==> src/rtl/camera_regs_pkg.sv <==
// Camera register slave address map and sequencer state encoding.
package camera_regs_pkg;

  localparam int unsigned ADDR_W = 4;
  localparam int unsigned DATA_W = 32;
  localparam int unsigned CFG_W  = 16;
  localparam int unsigned CFG_N  = 9;

  localparam logic [ADDR_W-1:0] ADDR_START_CAPTURE = 4'h0;
  localparam logic [ADDR_W-1:0] ADDR_BUFF0         = 4'h1;
  localparam logic [ADDR_W-1:0] ADDR_BUFF1         = 4'h2;
  localparam logic [ADDR_W-1:0] ADDR_BUFF0FULL     = 4'h3;
  localparam logic [ADDR_W-1:0] ADDR_BUFF1FULL     = 4'h4;
  localparam logic [ADDR_W-1:0] ADDR_START_ROW     = 4'h5;
  localparam logic [ADDR_W-1:0] ADDR_START_COLUMN  = 4'h6;
  localparam logic [ADDR_W-1:0] ADDR_ROW_SIZE      = 4'h7;
  localparam logic [ADDR_W-1:0] ADDR_COLUMN_SIZE   = 4'h8;
  localparam logic [ADDR_W-1:0] ADDR_ROW_MODE      = 4'h9;
  localparam logic [ADDR_W-1:0] ADDR_COLUMN_MODE   = 4'ha;
  localparam logic [ADDR_W-1:0] ADDR_EXPOSURE      = 4'hb;
  localparam logic [ADDR_W-1:0] ADDR_WIDTH         = 4'hc;
  localparam logic [ADDR_W-1:0] ADDR_HEIGHT        = 4'hd;
  localparam logic [ADDR_W-1:0] ADDR_SOFT_RESET_N  = 4'he;

  typedef enum logic [3:0] {
    ST_IDLE,
    ST_CFG,
    ST_ARM,
    ST_POLL,
    ST_RDFLAG,
    ST_RDBUF,
    ST_RDDAT,
    ST_CLR,
    ST_WAIT,
    ST_DISARM
  } cam_state_e;

  // Full-flag register of the selected line buffer.
  function automatic logic [ADDR_W-1:0] flag_addr(input logic sel);
    return sel ? ADDR_BUFF1FULL : ADDR_BUFF0FULL;
  endfunction

  // Data register of the selected line buffer.
  function automatic logic [ADDR_W-1:0] buf_addr(input logic sel);
    return sel ? ADDR_BUFF1 : ADDR_BUFF0;
  endfunction

endpackage

==> src/rtl/avalon_camera_master.sv <==
// Fabric-side Avalon-MM master: configures the camera slave, arms capture,
// then ping-pongs between the two line buffers, streaming each full buffer out.
module avalon_camera_master
  import camera_regs_pkg::*;
#(
  parameter logic [15:0] WIDTH        = 16'd320,
  parameter logic [15:0] HEIGHT       = 16'd240,
  parameter logic [15:0] START_ROW    = 16'h0036,
  parameter logic [15:0] START_COLUMN = 16'h0010,
  parameter logic [15:0] ROW_SIZE     = 16'h059f,
  parameter logic [15:0] COLUMN_SIZE  = 16'h077f,
  parameter logic [15:0] ROW_MODE     = 16'h0002,
  parameter logic [15:0] COLUMN_MODE  = 16'h0002,
  parameter logic [15:0] EXPOSURE     = 16'h07c0,
  parameter int unsigned POLL_GAP     = 8
) (
  input  logic              clk,
  input  logic              reset_n,
  input  logic              start,
  input  logic              stop,
  output logic [ADDR_W-1:0] avm_m1_address,
  output logic              avm_m1_read,
  output logic              avm_m1_write,
  output logic [DATA_W-1:0] avm_m1_writedata,
  input  logic [DATA_W-1:0] avm_m1_readdata,
  input  logic              avm_m1_waitrequest,
  output logic [DATA_W-1:0] pix_data,
  output logic              pix_valid,
  output logic              pix_buf,
  output logic              busy,
  output logic [15:0]       line_count
);

  localparam int unsigned GAP_W = $clog2(POLL_GAP + 1);
  localparam int unsigned IDX_W = 4;

  cam_state_e       state;
  logic [IDX_W-1:0] cfg_idx;
  logic             buf_sel;
  logic             stop_lat;
  logic [GAP_W-1:0] gap_cnt;
  logic             poll_go_c;

  // Config register values in write order (addr 0x5 upward).
  function automatic logic [CFG_W-1:0] cfg_value(input logic [IDX_W-1:0] idx);
    case (idx)
      4'd0:    return START_ROW;
      4'd1:    return START_COLUMN;
      4'd2:    return ROW_SIZE;
      4'd3:    return COLUMN_SIZE;
      4'd4:    return ROW_MODE;
      4'd5:    return COLUMN_MODE;
      4'd6:    return EXPOSURE;
      4'd7:    return WIDTH;
      4'd8:    return HEIGHT;
      default: return 16'h0;
    endcase
  endfunction

  // A pending stop (latched or arriving now) suppresses the next flag read so
  // POLL can divert to DISARM without an outstanding transfer.
  always_comb begin
    poll_go_c = !(stop_lat || stop);
  end

  // Sequencer: every Avalon and pixel output is registered here; a request is
  // held until the cycle waitrequest is low, read data is taken the cycle after.
  always_ff @(posedge clk or negedge reset_n) begin
    if (!reset_n) begin
      state            <= ST_IDLE;
      cfg_idx          <= '0;
      buf_sel          <= 1'b0;
      stop_lat         <= 1'b0;
      gap_cnt          <= '0;
      avm_m1_address   <= '0;
      avm_m1_read      <= 1'b0;
      avm_m1_write     <= 1'b0;
      avm_m1_writedata <= '0;
      pix_data         <= '0;
      pix_valid        <= 1'b0;
      pix_buf          <= 1'b0;
      busy             <= 1'b0;
      line_count       <= '0;
    end else begin
      pix_valid <= 1'b0;
      if (stop) stop_lat <= 1'b1;

      case (state)
        ST_IDLE: begin
          line_count <= '0;
          buf_sel    <= 1'b0;
          cfg_idx    <= '0;
          stop_lat   <= start && stop;
          if (start) begin
            state            <= ST_CFG;
            busy             <= 1'b1;
            avm_m1_write     <= 1'b1;
            avm_m1_address   <= ADDR_START_ROW;
            avm_m1_writedata <= {16'h0, cfg_value('0)};
          end
        end

        ST_CFG: begin
          if (!avm_m1_waitrequest) begin
            if (cfg_idx == IDX_W'(CFG_N - 1)) begin
              state            <= ST_ARM;
              avm_m1_address   <= ADDR_START_CAPTURE;
              avm_m1_writedata <= 32'd1;
            end else begin
              cfg_idx          <= cfg_idx + IDX_W'(1);
              avm_m1_address   <= ADDR_START_ROW + cfg_idx + IDX_W'(1);
              avm_m1_writedata <= {16'h0, cfg_value(cfg_idx + IDX_W'(1))};
            end
          end
        end

        ST_ARM: begin
          if (!avm_m1_waitrequest) begin
            state          <= ST_POLL;
            avm_m1_write   <= 1'b0;
            avm_m1_read    <= poll_go_c;
            avm_m1_address <= flag_addr(buf_sel);
          end
        end

        ST_POLL: begin
          if (!avm_m1_read) begin
            state            <= ST_DISARM;
            avm_m1_write     <= 1'b1;
            avm_m1_address   <= ADDR_START_CAPTURE;
            avm_m1_writedata <= 32'd0;
          end else if (!avm_m1_waitrequest) begin
            state       <= ST_RDFLAG;
            avm_m1_read <= 1'b0;
          end
        end

        ST_RDFLAG: begin
          if (avm_m1_readdata[0]) begin
            state          <= ST_RDBUF;
            avm_m1_read    <= 1'b1;
            avm_m1_address <= buf_addr(buf_sel);
          end else begin
            state   <= ST_WAIT;
            gap_cnt <= '0;
          end
        end

        ST_RDBUF: begin
          if (!avm_m1_waitrequest) begin
            state       <= ST_RDDAT;
            avm_m1_read <= 1'b0;
          end
        end

        ST_RDDAT: begin
          pix_data         <= avm_m1_readdata;
          pix_buf          <= buf_sel;
          pix_valid        <= 1'b1;
          line_count       <= line_count + 16'd1;
          state            <= ST_CLR;
          avm_m1_write     <= 1'b1;
          avm_m1_address   <= flag_addr(buf_sel);
          avm_m1_writedata <= 32'd0;
        end

        ST_CLR: begin
          if (!avm_m1_waitrequest) begin
            state          <= ST_POLL;
            buf_sel        <= !buf_sel;
            avm_m1_write   <= 1'b0;
            avm_m1_read    <= poll_go_c;
            avm_m1_address <= flag_addr(!buf_sel);
          end
        end

        ST_WAIT: begin
          if (gap_cnt == GAP_W'(POLL_GAP - 1)) begin
            state          <= ST_POLL;
            avm_m1_read    <= poll_go_c;
            avm_m1_address <= flag_addr(buf_sel);
          end else begin
            gap_cnt <= gap_cnt + GAP_W'(1);
          end
        end

        ST_DISARM: begin
          if (!avm_m1_waitrequest) begin
            state        <= ST_IDLE;
            busy         <= 1'b0;
            avm_m1_write <= 1'b0;
          end
        end

        default: begin
          state        <= ST_IDLE;
          busy         <= 1'b0;
          avm_m1_read  <= 1'b0;
          avm_m1_write <= 1'b0;
        end
      endcase
    end
  end

endmodule
==> config.mk <==
export PLATFORM = sky130hd
export DESIGN_NAME = avalon_camera_master
export DESIGN_NICKNAME = d
export VERILOG_FILES = /design/src/rtl/camera_regs_pkg.sv /design/src/rtl/avalon_camera_master.sv
export SDC_FILE = /design/constraint.sdc
export NUM_CORES = 1
export LEC_CHECK = 0
export ABC_AREA = 1
export BUFFER_PORTS_ARGS = -buffer_cell sky130_fd_sc_hd__buf_2
export CORE_MARGIN = 2
export CORE_UTILIZATION = 50
export CTS_CLUSTER_DIAMETER = 60
export DETAILED_ROUTE_END_ITERATION = 10
export PLACE_DENSITY = 0.74
export SKIP_CTS_REPAIR_TIMING = 1
export SLEW_MARGIN = 20
export SYNTH_ARGS = -nofsm -noshare
export SYNTH_HDL_FRONTEND = slang
export SYNTH_SLANG_ARGS = --single-unit
==> constraint.sdc <==
create_clock -name clk -period 2.01 [get_ports clk]
set_input_delay 0.3015 -clock clk [delete_from_list [all_inputs] [get_ports clk]]
set_output_delay 0.3015 -clock clk [all_outputs]
set_load 0.01 [all_outputs]
== Yosys cells after proc, flatten, opt, wreduce, memory -nomap -nowiden ==
Memories as Yosys holds them, arrays and structs flattened.
Index checks and enable logic that the tools add are counted.
Widths: inputs -> output; s select.
Operators by class
  mux-type cells: 51
  add/sub/neg operators: 5
  equality and inequality tests: 27
  bitwise operators: 3
  reductions and logical operators: 26
Operators with widths (count)
  $pmux 32 s4: 1
  $mux 32: 3
  $mux 4: 22
  $pmux 4 s9: 1
  $pmux 16 s2: 1
  $pmux 4 s8: 1
  $ne 2x2->1 const B: 15
  $eq 4x3->1 const B: 5
  $add 16x1->16 const B: 1
  $mux 16: 1
  $pmux 4 s2: 2
  $reduce_and 8->1: 2
  $add 4x1->4 const B: 3
  $eq 4x4->1 const B: 3
  $mux 1: 12
  $reduce_bool 2->1: 5
  $reduce_and 3->1: 3
  $eq 4x2->1 const B: 2
  $reduce_and 4->1: 2
  $reduce_bool 8->1: 1
  $reduce_or 4->1: 2
  $reduce_or 8->1: 1
  $mux 3: 2
  $pmux 1 s6: 1
  17 further kinds: 20
Word-level totals
  bits of input ports: 37
  memories kept: 1
  output and inout port bits: 89
  memory bits (read-only): 176
  register bits after elaboration: 103
Memories
  (no name shown): words 16, width 11, read ports 1, clocked after memory_dff 0, write ports 0, line avalon_camera_master.sv:46  | case (idx)

== Longest topological paths before layout ==
  word-level depth: 5
  depth in mapped cells: 11

== Worst setup path before layout ==
No wires, ideal clock.
  path kind: register to register
  start point: reg cfg_idx[0]
  end point: reg avm_m1_writedata[10]
  slack: 0.464 ns
  stages on the path, launching flop included: 10
  setup time: 0.065 ns
  arrival time: 1.481 ns
  buffers on the path: 0
  data required time: 1.945 ns
  path through: dfrtp_1 -> inv_1 -> ha_1 -> nand3_1 -> nand3_2 -> nor2_1 -> inv_1 -> nor2_1 -> nand3_1 -> nand2_1
Between the ends
  word-level cells in the longest chain between the ends: 5
Ends and longest elaborated chain
  from (decl): line avalon_camera_master.sv:38  | logic [IDX_W-1:0] cfg_idx;
  from (signal assigned): line avalon_camera_master.sv:110  | cfg_idx <= cfg_idx + IDX_W'(1);
  $add 4x1->4: line avalon_camera_master.sv:112  | avm_m1_writedata <= {16'h0, cfg_value(cfg_idx + IDX_W'(1))};
  $mem_v2 16x11
  $mux 16 (*): line avalon_camera_master.sv:105  | if (cfg_idx == IDX_W'(CFG_N - 1)) begin
  $mux 32 (*): line avalon_camera_master.sv:104  | if (!avm_m1_waitrequest) begin
  $pmux 32 s4 (*): line avalon_camera_master.sv:88  | case (state)
  to (signal assigned): line avalon_camera_master.sv:99  | avm_m1_writedata <= {16'h0, cfg_value('0)};
  to (signal assigned): line avalon_camera_master.sv:112
  to (decl): line avalon_camera_master.sv:24  | output logic [DATA_W-1:0] avm_m1_writedata,
Every way passes the cells marked *; elsewhere a longest branch is shown, timed or not. The select of a mux whose other input is x is not followed.
A chain may end at the register's enable or synchronous reset.

== Worst setup path after layout ==
  start point: reg cfg_idx[1]
  end point: reg cfg_idx[0]
Between the ends
  word-level cells in the longest chain between the ends: 3
Ends and longest elaborated chain (line)
  $eq 4x4->1: avalon_camera_master.sv:105
  $ne 2x2->1 (no line)
  $reduce_and 3->1 (no line)
No other way between the ends.

==> flow_metrics.py <==
metrics = {
    "synth": {
        "yosys.area.top_type": "dfrtp_1",
        "synth_top_area_share_pct": 45.63,
        "synth_seq_area_share_pct": 45.63,
        "avgSynthCellArea_um2": 7.545,
        "yosys_warnings": 0,
        "ys_ff_latch": 82,
        "synth_area_leaders": "dfrtp_1 (46%), nand2_1 (21%), nand3_1 (4.6%)",
        "syn_inst": 596,
        "ys_types": 37,
        "syn_area_um2": 4497,
    },
    "sta": {
        "fin_crit_sh_pct": 90.80,
        "min_period_ns": 1.825,
        "slew_viol_final": 0,
        "worst_hold_slack_ns": 0.1380,
        "clock_skew_ns": 0.01370,
        "setup_violations": 0,
        "tns_ns": 0,
        "hold_viol": 0,
        "timing.fmax_mhz": 547.9,
        "rsz0062_at_grt": "false",
    },
    "global_route": {
        "grt_pass1_wl_um": 17870,
        "grt_usage_pct": 22.30,
        "grt_pass1_vias": 3848,
        "grt_max_degree": 51,
        "antenna_found_initial": 0,
        "grt_overflow": 0,
    },
    "setup_path": {
        "critPathKind": "reg2reg",
        "cp-start-kind": "register",
        "r2r_cells": 8,
        "crit_arrival_ns": 2.09,
        "worstPathRequired_ns": 2.27,
        "endpoint_kind": "register",
        "cp_max_fo": 7,
    },
    "min_path": {
        "holdPathStages": 3,
        "hold_path_class": "in2reg",
    },
    "placement": {
        "portBuffers": 104,
        "dp.final_hpwl_um": 8130,
        "gp_congestion": 0.9876,
    },
    "drt": {
        "drc": 0,
        "ant_nets": 0,
        "vias": 4149,
        "drt-total-wl_um": 10660,
        "post_drt_wl_per_cell_um": 13.08,
        "drtPass1Iterations": 8,
        "dr.first_iter.drc_count": 243,
        "viasPerCell": 5.091,
    },
    "clock_network": {
        "clk_pin_slew_worst_paths_ns": 0.09,
        "insertion_delay_ns": 0.36,
        "root_buffer": "clkbuf_8",
        "numCtsBuffers": 9,
        "cts_num_sinks": 82,
        "cts_buffer_depth": 2,
        "tritoncts": "done",
        "htree_levels": 3,
    },
    "layout": {
        "antenna_cells": 0,
        "multi_input_area_um2": 2103,
        "drive_above_1_share_pct": 21.78,
        "seqCellArea_um2": 2054,
        "final_cell_mix": "nand2_1 (246), buf_2 (103), dfrtp_1 (80)",
        "synthToLayoutAreaGrowth_pct": 17.72,
        "layout_commonest_cell": "nand2_1",
        "nFillCells": 815,
        "nets": 748,
    },
    "power": {
        "power.density_nw_per_um2": 1281,
        "leakage_uw": 0.002893,
        "ir_drop_mv": 0.6813,
    },
    "floorplanning": {
        "num_io_pins": 126,
        "fp-row-count": 34,
        "die_h_um": 98.84,
        "fp.dieArea_um2": 9768,
        "core_area_um2": 8721,
        "dieWidth_um": 98.84,
        "start_util_pct": 51.56,
    },
    "status": {
        "run_status": "completed",
    },
    "job": {
        "drv_cap": 0,
    },
}
[where the power goes]
group	switching (uW)	leakage, uW	total, uW	internal (uW)
clock	616	0.000124	1450	836
sequential	319	0.000946	2370	2050
combinational	1950	0.00182	2960	1010
[worst max-delay path, cell delays in order, from the launching register on]
cell and delay (ns):
dfrtp_2 0.45, inv_1 0.14, ha_1 0.19, nand3_1 0.21
nand3_2 0.21, inv_1 0.10, o21ai_1 0.28, nand2_1 0.07
o21ai_0 0.09
[sequential cells by signal, summed over array words and instances, names as in the netlist]
signal            flops
pix_valid             1
avm_m1_writedata     11
avm_m1_write          1
line_count           16
pix_data             32
buf_sel               1
gap_cnt               4
cfg_idx               4
avm_m1_address        4
pix_buf               1
state                 4
stop_lat              1
busy                  1
avm_m1_read           1
[synth_stat cells]
cell	number
nor2_4	5
nor2_8	2
o21ai_0	31
o21ai_1	1
a21boi_0	1
nand3_2	3
clkbuf_1	2
nand2_1	246
nand4_1	2
nand3b_2	1
o211ai_1	2
nand2_4	2
ha_1	9
nor3_1	2
a22oi_1	1
inv_2	6
o21bai_1	1
buf_4	23
conb_1	1
nor2_1	51
clkinv_4	1
nand3_1	41
buf_6	2
nand3b_1	3
o21ai_4	1
nor2_2	2
dfrtp_1	82
inv_1	39
a22o_1	2
or2_1	1
inv_4	1
xor2_1	2
o21ai_2	2
nand2_2	3
buf_2	6
a21oi_1	15
o31ai_1	1
[per-layer routing]
| layer | global-route usage [%] | share of wire [%] | up-vias |
|---|---|---|---|
| met1 | 31.12 | 44 | 1920 |
| met2 | 34.98 | 47 | 153 |
| met3 | 4.468 | 6.6 | 24 |
| met5 | 0 | 0 | - |
| li1 | - | - | 2052 |
| met4 | 7.692 | 1.8 | 0 |
[logic make-up (layout without fill, tap and decap cells)]
logic type | count (synthesis) | count (layout) | synth area share, %
fa+ha+maj | 9 | 9 | 2.504
compound gates | 58 | 58 | 7.374
simple gates | 364 | 364 | 34.75
flops | 82 | 82 | 45.63
other cells | 1 | 21 | 0.08339
buf+inv | 80 | 171 | 9.266
xor+xnor | 2 | 2 | 0.3896
[final timing paths]
path | from | endpoint | slack, ns
max | cfg_idx[1]$_DFFE_PN0P_ | cfg_idx[0]$_DFFE_PN0P_ | 0.18
min | avm_m1_readdata[10] | pix_data[10]$_DFFE_PN0P_ | 0.14
max reg2reg | cfg_idx[1]$_DFFE_PN0P_ | cfg_idx[0]$_DFFE_PN0P_ | 0.18
min reg2reg | avm_m1_address[0]$_DFFE_PN0P_ | avm_m1_address[0]$_DFFE_PN0P_ | 0.48
max in group asynchronous | reset_n | cfg_idx[1]$_DFFE_PN0P_ | 0.98
min in group asynchronous | reset_n | pix_data[7]$_DFFE_PN0P_ | 0.42
[layout make-up]
class                      count  area share [%]
clock inverter                 7           2.364
inverter                      47           3.474
sequential                    82           38.81
timing repair buffer         108           10.73
clock buffer                   9           2.340
multi-input combinational    454           39.73
tap                          108           2.553
[per-stage QoR]
step | power, uW | instance area, um^2 | worst slack, ns | utilization [%] | cells
5_1_grt | 7357 | 5294 | 0.03407 | 60.70 | 815
4_1_cts | 6818 | 5281 | 0.1672 | 60.56 | 814
6_report | 6784 | 5294 | 0.1850 | 60.70 | 815
3_3_place_gp | 5307 | 5032 | 0.2638 | 57.70 | 798
3_5_place_dp | 5346 | 5032 | 0.1839 | 57.70 | 798
2_1_floorplan | 4527 | 4572 | 0.4640 | - | 616
(Power assumes the default switching activity.)
